## config.mk

```make
export PLATFORM = sky130hd
export DESIGN_NAME = datapath_sequencer
export DESIGN_NICKNAME = d
export VERILOG_FILES = /design/src/rtl/datapath_sequencer_pkg.sv /design/src/rtl/datapath_sequencer_instr_decoder.sv /design/src/rtl/datapath_sequencer.sv
export SDC_FILE = /design/constraint.sdc
export NUM_CORES = 1
export LEC_CHECK = 0
export ABC_AREA = 1
export BUFFER_PORTS_ARGS = -buffer_cell sky130_fd_sc_hd__buf_2
export CORE_MARGIN = 1.5
export CORE_UTILIZATION = 35
export CTS_CLUSTER_SIZE = 12
export DETAILED_ROUTE_END_ITERATION = 8
export SLEW_MARGIN = 0
export SYNTH_ARGS = -nofsm -noshare
export SYNTH_HDL_FRONTEND = slang
export SYNTH_SLANG_ARGS = --single-unit
```

## constraint.sdc

```tcl
create_clock -name clk -period 4.24 [get_ports clk]
set_input_delay 0.636 -clock clk [delete_from_list [all_inputs] [get_ports clk]]
set_output_delay 0.636 -clock clk [all_outputs]
set_load 0.1 [all_outputs]
```

## src/rtl/datapath_sequencer_pkg.sv

```systemverilog
// Shared definitions for the datapath sequencer: state encoding, instruction
// field positions, opcode constants and the immediate extension helper.
package datapath_sequencer_pkg;

    typedef enum logic [1:0] {
        ST_IDLE      = 2'd0,
        ST_DECODE    = 2'd1,
        ST_EXECUTE   = 2'd2,
        ST_WRITEBACK = 2'd3
    } state_t;

    localparam int MAJOR_MSB = 15;
    localparam int MAJOR_LSB = 12;
    localparam int RDEST_MSB = 11;
    localparam int RDEST_LSB = 8;
    localparam int EXT_MSB   = 7;
    localparam int EXT_LSB   = 4;
    localparam int RSRC_MSB  = 3;
    localparam int RSRC_LSB  = 0;
    localparam int IMM_MSB   = 7;
    localparam int IMM_LSB   = 0;

    localparam logic [3:0] MAJOR_RTYPE = 4'b0000;
    localparam logic [3:0] MAJOR_CMP   = 4'b1011;
    localparam logic [3:0] EXT_CMP     = 4'b1011;

    function automatic logic [15:0] extend_imm(input logic [7:0] imm, input logic sign_ext);
        if (sign_ext)
            return {{8{imm[7]}}, imm};
        return {8'h00, imm};
    endfunction

endpackage

```

## src/rtl/datapath_sequencer_instr_decoder.sv

```systemverilog
// Combinational decode of a latched instruction word into ALU controls,
// immediate, compare flag and a one-hot destination register enable.
module datapath_sequencer_instr_decoder
    import datapath_sequencer_pkg::*;
#(
    parameter int NUM_REGS   = 16,
    parameter bit IMM_SIGNED = 1'b1
) (
    input  logic [15:0]         i_instr,
    output logic [7:0]          o_op_code,
    output logic                o_use_imm,
    output logic [15:0]         o_immediate,
    output logic                o_is_cmp,
    output logic [NUM_REGS-1:0] o_rdest_onehot
);

    logic [3:0] w_major;
    logic [3:0] w_rdest;
    logic [3:0] w_ext;
    logic [7:0] w_imm;
    logic       w_rtype;

    assign w_major = i_instr[MAJOR_MSB:MAJOR_LSB];
    assign w_rdest = i_instr[RDEST_MSB:RDEST_LSB];
    assign w_ext   = i_instr[EXT_MSB:EXT_LSB];
    assign w_imm   = i_instr[IMM_MSB:IMM_LSB];
    assign w_rtype = (w_major == MAJOR_RTYPE);

    // R-type carries the ALU function in ext; I-type uses the major op alone.
    assign o_op_code   = w_rtype ? {w_major, w_ext} : {w_major, 4'b0000};
    assign o_use_imm   = ~w_rtype;
    assign o_immediate = w_rtype ? 16'h0000 : extend_imm(w_imm, IMM_SIGNED);
    assign o_is_cmp    = w_rtype ? (w_ext == EXT_CMP) : (w_major == MAJOR_CMP);

    genvar gi;
    generate
        for (gi = 0; gi < NUM_REGS; gi++) begin : g_onehot
            assign o_rdest_onehot[gi] = (w_rdest == 4'(gi));
        end
    endgenerate

endmodule

```

## src/rtl/datapath_sequencer.sv

```systemverilog
// Four-state instruction sequencer for the register-file/ALU datapath.
// Define SEQ_RETIRE_COUNT_EN to build the retired-instruction counter.
module datapath_sequencer
    import datapath_sequencer_pkg::*;
#(
    parameter int NUM_REGS   = 16,
    parameter bit IMM_SIGNED = 1'b1
) (
    input  logic                clk,
    input  logic                reset,
    input  logic [15:0]         instr,
    input  logic                instr_valid,
    output logic                instr_ready,
    output logic [NUM_REGS-1:0] reg_enable,
    output logic [3:0]          a_select,
    output logic [3:0]          b_select,
    output logic                use_imm,
    output logic [15:0]         immediate,
    output logic [7:0]          op_code,
    output logic                flags_en,
    output logic                done,
    output logic [15:0]         retire_count
);

    state_t              r_state;
    logic [15:0]         r_instr;
    logic                r_ready;
    logic [NUM_REGS-1:0] r_reg_enable;
    logic [3:0]          r_a_select;
    logic [3:0]          r_b_select;
    logic                r_use_imm;
    logic [15:0]         r_immediate;
    logic [7:0]          r_op_code;
    logic                r_flags_en;
    logic                r_done;

    logic [7:0]          w_op_code;
    logic                w_use_imm;
    logic [15:0]         w_immediate;
    logic                w_is_cmp;
    logic [NUM_REGS-1:0] w_rdest_onehot;

    datapath_sequencer_instr_decoder #(
        .NUM_REGS   (NUM_REGS),
        .IMM_SIGNED (IMM_SIGNED)
    ) u_decoder (
        .i_instr        (r_instr),
        .o_op_code      (w_op_code),
        .o_use_imm      (w_use_imm),
        .o_immediate    (w_immediate),
        .o_is_cmp       (w_is_cmp),
        .o_rdest_onehot (w_rdest_onehot)
    );

    always_ff @(posedge clk or posedge reset) begin
        if (reset) begin
            r_state      <= ST_IDLE;
            r_instr      <= '0;
            r_ready      <= 1'b1;
            r_reg_enable <= '0;
            r_a_select   <= '0;
            r_b_select   <= '0;
            r_use_imm    <= 1'b0;
            r_immediate  <= '0;
            r_op_code    <= '0;
            r_flags_en   <= 1'b0;
            r_done       <= 1'b0;
        end else begin
            // Write strobes are single-cycle; only the EXECUTE arm raises them.
            r_reg_enable <= '0;
            r_flags_en   <= 1'b0;
            r_done       <= 1'b0;
            case (r_state)
                ST_IDLE: begin
                    if (instr_valid && r_ready) begin
                        r_instr <= instr;
                        r_ready <= 1'b0;
                        r_state <= ST_DECODE;
                    end
                end
                ST_DECODE: begin
                    r_a_select  <= r_instr[RDEST_MSB:RDEST_LSB];
                    r_b_select  <= r_instr[RSRC_MSB:RSRC_LSB];
                    r_use_imm   <= w_use_imm;
                    r_immediate <= w_immediate;
                    r_op_code   <= w_op_code;
                    r_state     <= ST_EXECUTE;
                end
                ST_EXECUTE: begin
                    r_reg_enable <= w_is_cmp ? '0 : w_rdest_onehot;
                    r_flags_en   <= 1'b1;
                    r_done       <= 1'b1;
                    r_state      <= ST_WRITEBACK;
                end
                ST_WRITEBACK: begin
                    r_ready <= 1'b1;
                    r_state <= ST_IDLE;
                end
                default: r_state <= ST_IDLE;
            endcase
        end
    end

    assign instr_ready = r_ready;
    assign reg_enable  = r_reg_enable;
    assign a_select    = r_a_select;
    assign b_select    = r_b_select;
    assign use_imm     = r_use_imm;
    assign immediate   = r_immediate;
    assign op_code     = r_op_code;
    assign flags_en    = r_flags_en;
    assign done        = r_done;

`ifdef SEQ_RETIRE_COUNT_EN
    logic [15:0] r_retire_count;

    always_ff @(posedge clk or posedge reset) begin
        if (reset)
            r_retire_count <= '0;
        else if (r_state == ST_WRITEBACK)
            r_retire_count <= r_retire_count + 16'd1;
    end

    assign retire_count = r_retire_count;
`else
    assign retire_count = 16'h0000;
`endif

endmodule

```

Yosys cells after proc, flatten, opt, wreduce, memory -nomap -nowiden
Index checks and enable logic that the tools add are counted.
{"block": "totals", "word_cells": 49, "out_inout_bits": 68, "reg_bits": 69, "input_bits": 19}
{"block": "classes", "n_reduce_logical": 7, "eq_ne": 21, "mux": 10, "n_bitwise": 1}
{"op": "$mux W16", "n": 3}
{"op": "$eq A4 B4 Y1 const B", "n": 10}
{"op": "$eq A4 B3 Y1 const B", "n": 4}
{"op": "$eq A4 B2 Y1 const B", "n": 2}
{"op": "$logic_not A4 Y1", "n": 2}
{"op": "$pmux W2 S4", "n": 1}
{"op": "$eq A2 B2 Y1 const B", "n": 2}
{"op": "$eq A4 B1 Y1 const B", "n": 1}
{"op": "$mux W4", "n": 1}
{"op": "$reduce_and A2 Y1", "n": 2}
{"op": "$mux W1", "n": 3}
{"op": "$eq A2 B1 Y1 const B", "n": 1}
{"op": "$logic_not A2 Y1", "n": 1}
{"op": "$mux W2", "n": 1}
{"op": "$ne A2 B2 Y1 const B", "n": 1}
{"op": "$pmux W1 S2", "n": 1}
{"op": "$reduce_bool A2 Y1", "n": 1}
{"op": "$logic_and A1 B1 Y1", "n": 1}
{"op": "$not A1 Y1", "n": 1}

Depth between registers and ports, before layout
{"block": "logic_depth", "depth_word": 4, "ltp_mapped": 8, "ltp_nobuf": 7}

Hierarchy
From an unflattened synthesis, not the netlist that was laid out.
{"block": "hier_totals", "cells_unflattened": 386, "hier_area_um2": 3306.9}
{"module": "datapath_sequencer", "seq_area_each_um2": 1727.9, "instances": 1, "cells_each": 306, "area_per_inst_um2": 2951.6}
{"module": "datapath_sequencer_instr_decoder", "seq_area_each_um2": 0.0, "instances": 1, "cells_each": 80, "area_per_inst_um2": 355.3}

Least setup slack after synthesis
OpenSTA, ideal clock, no wires.
{"block": "synth_path", "kind": "reg2out", "start": "reg immediate[14] (netlist name)", "end": "out immediate[10]", "required_time_ps": 3604, "path_stages_with_launch": 2, "n_path_buf": 1, "t_arrival_ps": 1456, "path_slack_ps": 2148, "path_cell_list": "dfrtp_1 -> buf_4"}
{"element": "end: declaration", "line": "datapath_sequencer.sv:18", "source": "output logic [15:0] immediate,"}

Worst setup path in the final report
{"block": "layout_path", "start": "reg r_ready, in the netlist instr_ready", "end": "out instr_ready"}
{"element": "start: declaration", "line": "datapath_sequencer.sv:27", "source": "logic r_ready;"}
{"element": "start signal: assignment", "line": "datapath_sequencer.sv:59", "source": "r_ready <= 1'b1;"}
{"element": "start signal: assignment", "line": "datapath_sequencer.sv:77", "source": "r_ready <= 1'b0;"}
{"element": "start signal: assignment", "line": "datapath_sequencer.sv:96", "source": "r_ready <= 1'b1;"}
{"element": "end: declaration", "line": "datapath_sequencer.sv:13", "source": "output logic instr_ready,"}
No word-level cell between the ends.

==> results.json <==
{
  "cap_violations": 0,
  "drive_gt1_share_pct": 26.59,
  "clkTransAtPathRegs_ps": 60,
  "htree_levels": 3,
  "grt_usage_pct": 14.47,
  "path_class": "reg2out",
  "fin_tns_setup_ps": 0,
  "crit_arrival_ps": 1330,
  "antenna_found_initial": 0,
  "ant_nets": 0,
  "fmax_mhz": 509.0,
  "cts_setup_buffers": 0,
  "synth_cell_types": 19,
  "nNetsFinal": 365,
  "skew_ps": 9.081,
  "whs_ps": 467.5,
  "cts_resized": 0,
  "crit_chain": "buf_2",
  "start_util_pct": 35.97,
  "rows": 31,
  "via_count": 1863,
  "insertedDiodeCount": 0,
  "synth_compound_area_share_pct": 6.059,
  "grt.overflow.total": 0,
  "syn_to_final_growth_pct": 20.36,
  "numCtsBuffers": 9,
  "via_per_inst": 4.187,
  "yosysMostFrequentCell": "nand2_1",
  "synth-edff-count": 0,
  "drc_errors": 0,
  "wl_um": 5249,
  "drtIter0Drc": 83,
  "hp-class": "reg2reg",
  "run_status": "finished, final reports clean",
  "finalPower_mw": 1.245,
  "synth_top_family_by_area": "simple AND/OR/NAND/NOR gates",
  "grt_pass1_wl_um": 8307,
  "die_h_um": 88.88,
  "place_congestion": 0.7541,
  "synthXorXnorAreaFrac_pct": 0,
  "die-area_um2": 7899,
  "fillers": 718,
  "yosysSeqAreaShare_pct": 59.19,
  "coreArea_um2": 7176,
  "hold_buffers": 0,
  "end_kind": "output port",
  "cp.required_ps": 3600,
  "crit_path_start_kind": "flop",
  "first_global_vias": 1695,
  "io_buffers": 70,
  "slew_viol_final": 0,
  "synthTopCellsByArea": "dfrtp_1 (58%), nand2_1 (13%), buf_4 (7.3%), o21ai_0 (5.4%), nand3_1 (3.1%)",
  "rsz0062_at_grt": "false",
  "tightest_slew_ps": 960.4,
  "cts-root-buf": "clkbuf_8",
  "synthMuxAreaShare_pct": 0,
  "fin_crit_sh_pct": 46.34,
  "p_leak_nw": 1.784,
  "drt_pass1_iterations": 4,
  "layout_min_cycle_time_ps": 1965,
  "path_buf_inv": 1,
  "syn-instance-count": 278,
  "critPathMaxFanout": 4,
  "critPathTopFamily": "flip-flops",
  "synth_top_cell_by_area": "dfrtp_1",
  "grt_max_degree": 62,
  "die_w_um": 88.88,
  "synth-adder-area-share_pct": 2.424,
  "setup_viol": 0,
  "finalHoldViolCount": 0,
  "synth-seq-cells": 61,
  "ir_drop_v": 0.0001186,
  "cts.sinks": 61,
  "avgSynthCellArea_um2": 9.285,
  "yosys.area_share.simple_pct": 20.36,
  "dp.final_hpwl_um": 3726,
  "power_density_nw_per_um2": 400.8,
  "wl_per_cell_um": 11.80,
  "relSlewSlack_pct": 35.90,
  "netlist.area_leader.share_pct": 58.17,
  "cp_slowest_cell": "dfstp_2",
  "fin_cells": 445,
  "boundaryPins": 87,
  "ys.flop_type": "dfrtp_1",
  "syn-cell-area_um2": 2581,
  "cpPeakStageDelay_ps": 560,
  "yosysWarningCount": 0,
  "ys_top_cells_by_count": "nand2_1 (86), dfrtp_1 (60), o21ai_0 (28), buf_4 (25), nor2_1 (21)",
  "cts_buffer_depth": 2,
  "clock_latency_ps": 340,
  "cts_tree": "built",
  "synth_async_sr_flop_share_pct": 100.0,
  "utilization_pct": 43.30,
  "place_inst": 429
}
## per-stage QoR
| step | worst slack [ps] | instance area, um^2 |
|---|---|---|
| floorplan | 2093 | 2638 |
| global placement | 2354 | 2882 |
| detailed placement | 2361 | 2882 |
| CTS | 2250 | 3107 |
| global route | 2063 | 3107 |
| finish | 2275 | 3107 |
## flip-flops by register name (all words and copies together) (netlist names)
signal / flops
r_instr: 16
reg_enable: 16
immediate: 8
op_code: 8
a_select: 4
b_select: 4
r_state: 2
done: 1
instr_ready: 1
use_imm: 1
## cells by family (layout without fill, tap and decap cells)
logic type,count (synthesis),after routing
other,1,16
buffers and inverters,52,105
adder cells (fa/ha/maj),5,5
flip-flops,61,61
AND/OR/NAND/NOR,129,129
AO/OA/AOI/OAI,30,30
## per-layer routing
layer | vias to the layer above | global-route usage (%) | wire length, um
met3 | 8 | 5.970 | 266
met5 | - | 0 | 0
li1 | 953 | - | -
met4 | 0 | 6.960 | 109
met1 | 856 | 20.33 | 2563
met2 | 46 | 19.15 | 2310
## layout by cell type (no fill, tap or decap)
master,n
inv_2,1
dfrtp_1,60
clkinv_2,2
bufinv_16,2
nand3_1,16
buf_2,70
dfstp_2,1
nand3_2,1
ha_1,5
nor2_2,2
nand2_1,86
nor3_1,2
a21boi_0,1
nor2_4,1
nor2_1,21
buf_4,1
conb_1,16
o21ai_0,28
clkbuf_1,1
clkbuf_8,11
a22o_1,1
inv_1,17
## final cells by class
type / instances / area [um^2] / area share (%)
Inverter: 18 / 67.56 / 2.175
Clock inverter: 4 / 70.07 / 2.255
Multi-Input combinational cell: 180 / 804.5 / 25.90
Tap cell: 99 / 123.9 / 3.987
Sequential cell: 61 / 1528 / 49.17
Clock buffer: 12 / 155.1 / 4.994
Timing Repair Buffer: 71 / 357.8 / 11.52
## report_power, final
| group | switching, mW | internal [mW] |
|---|---|---|
| clock network | 0.220 | 0.361 |
| registers | 0 | 0.582 |
| logic | 0.0759 | 0.00650 |
| total | 0.295 | 0.950 |
## final timing paths
check                      cells past startpoint  slack (ps)         from       endpoint
setup / recovery                               1        2280  instr_ready    instr_ready
hold / removal                                 2         470  b_select[0]    b_select[0]
setup reg to reg                               4        2340   r_state[1]     op_code[3]
hold reg to reg                                2         470  b_select[0]    b_select[0]
max in group asynchronous                      3        3240        reset     op_code[7]
min in group asynchronous                      3         510        reset  reg_enable[5]
No activity file was read; power rests on OpenSTA's default activity.
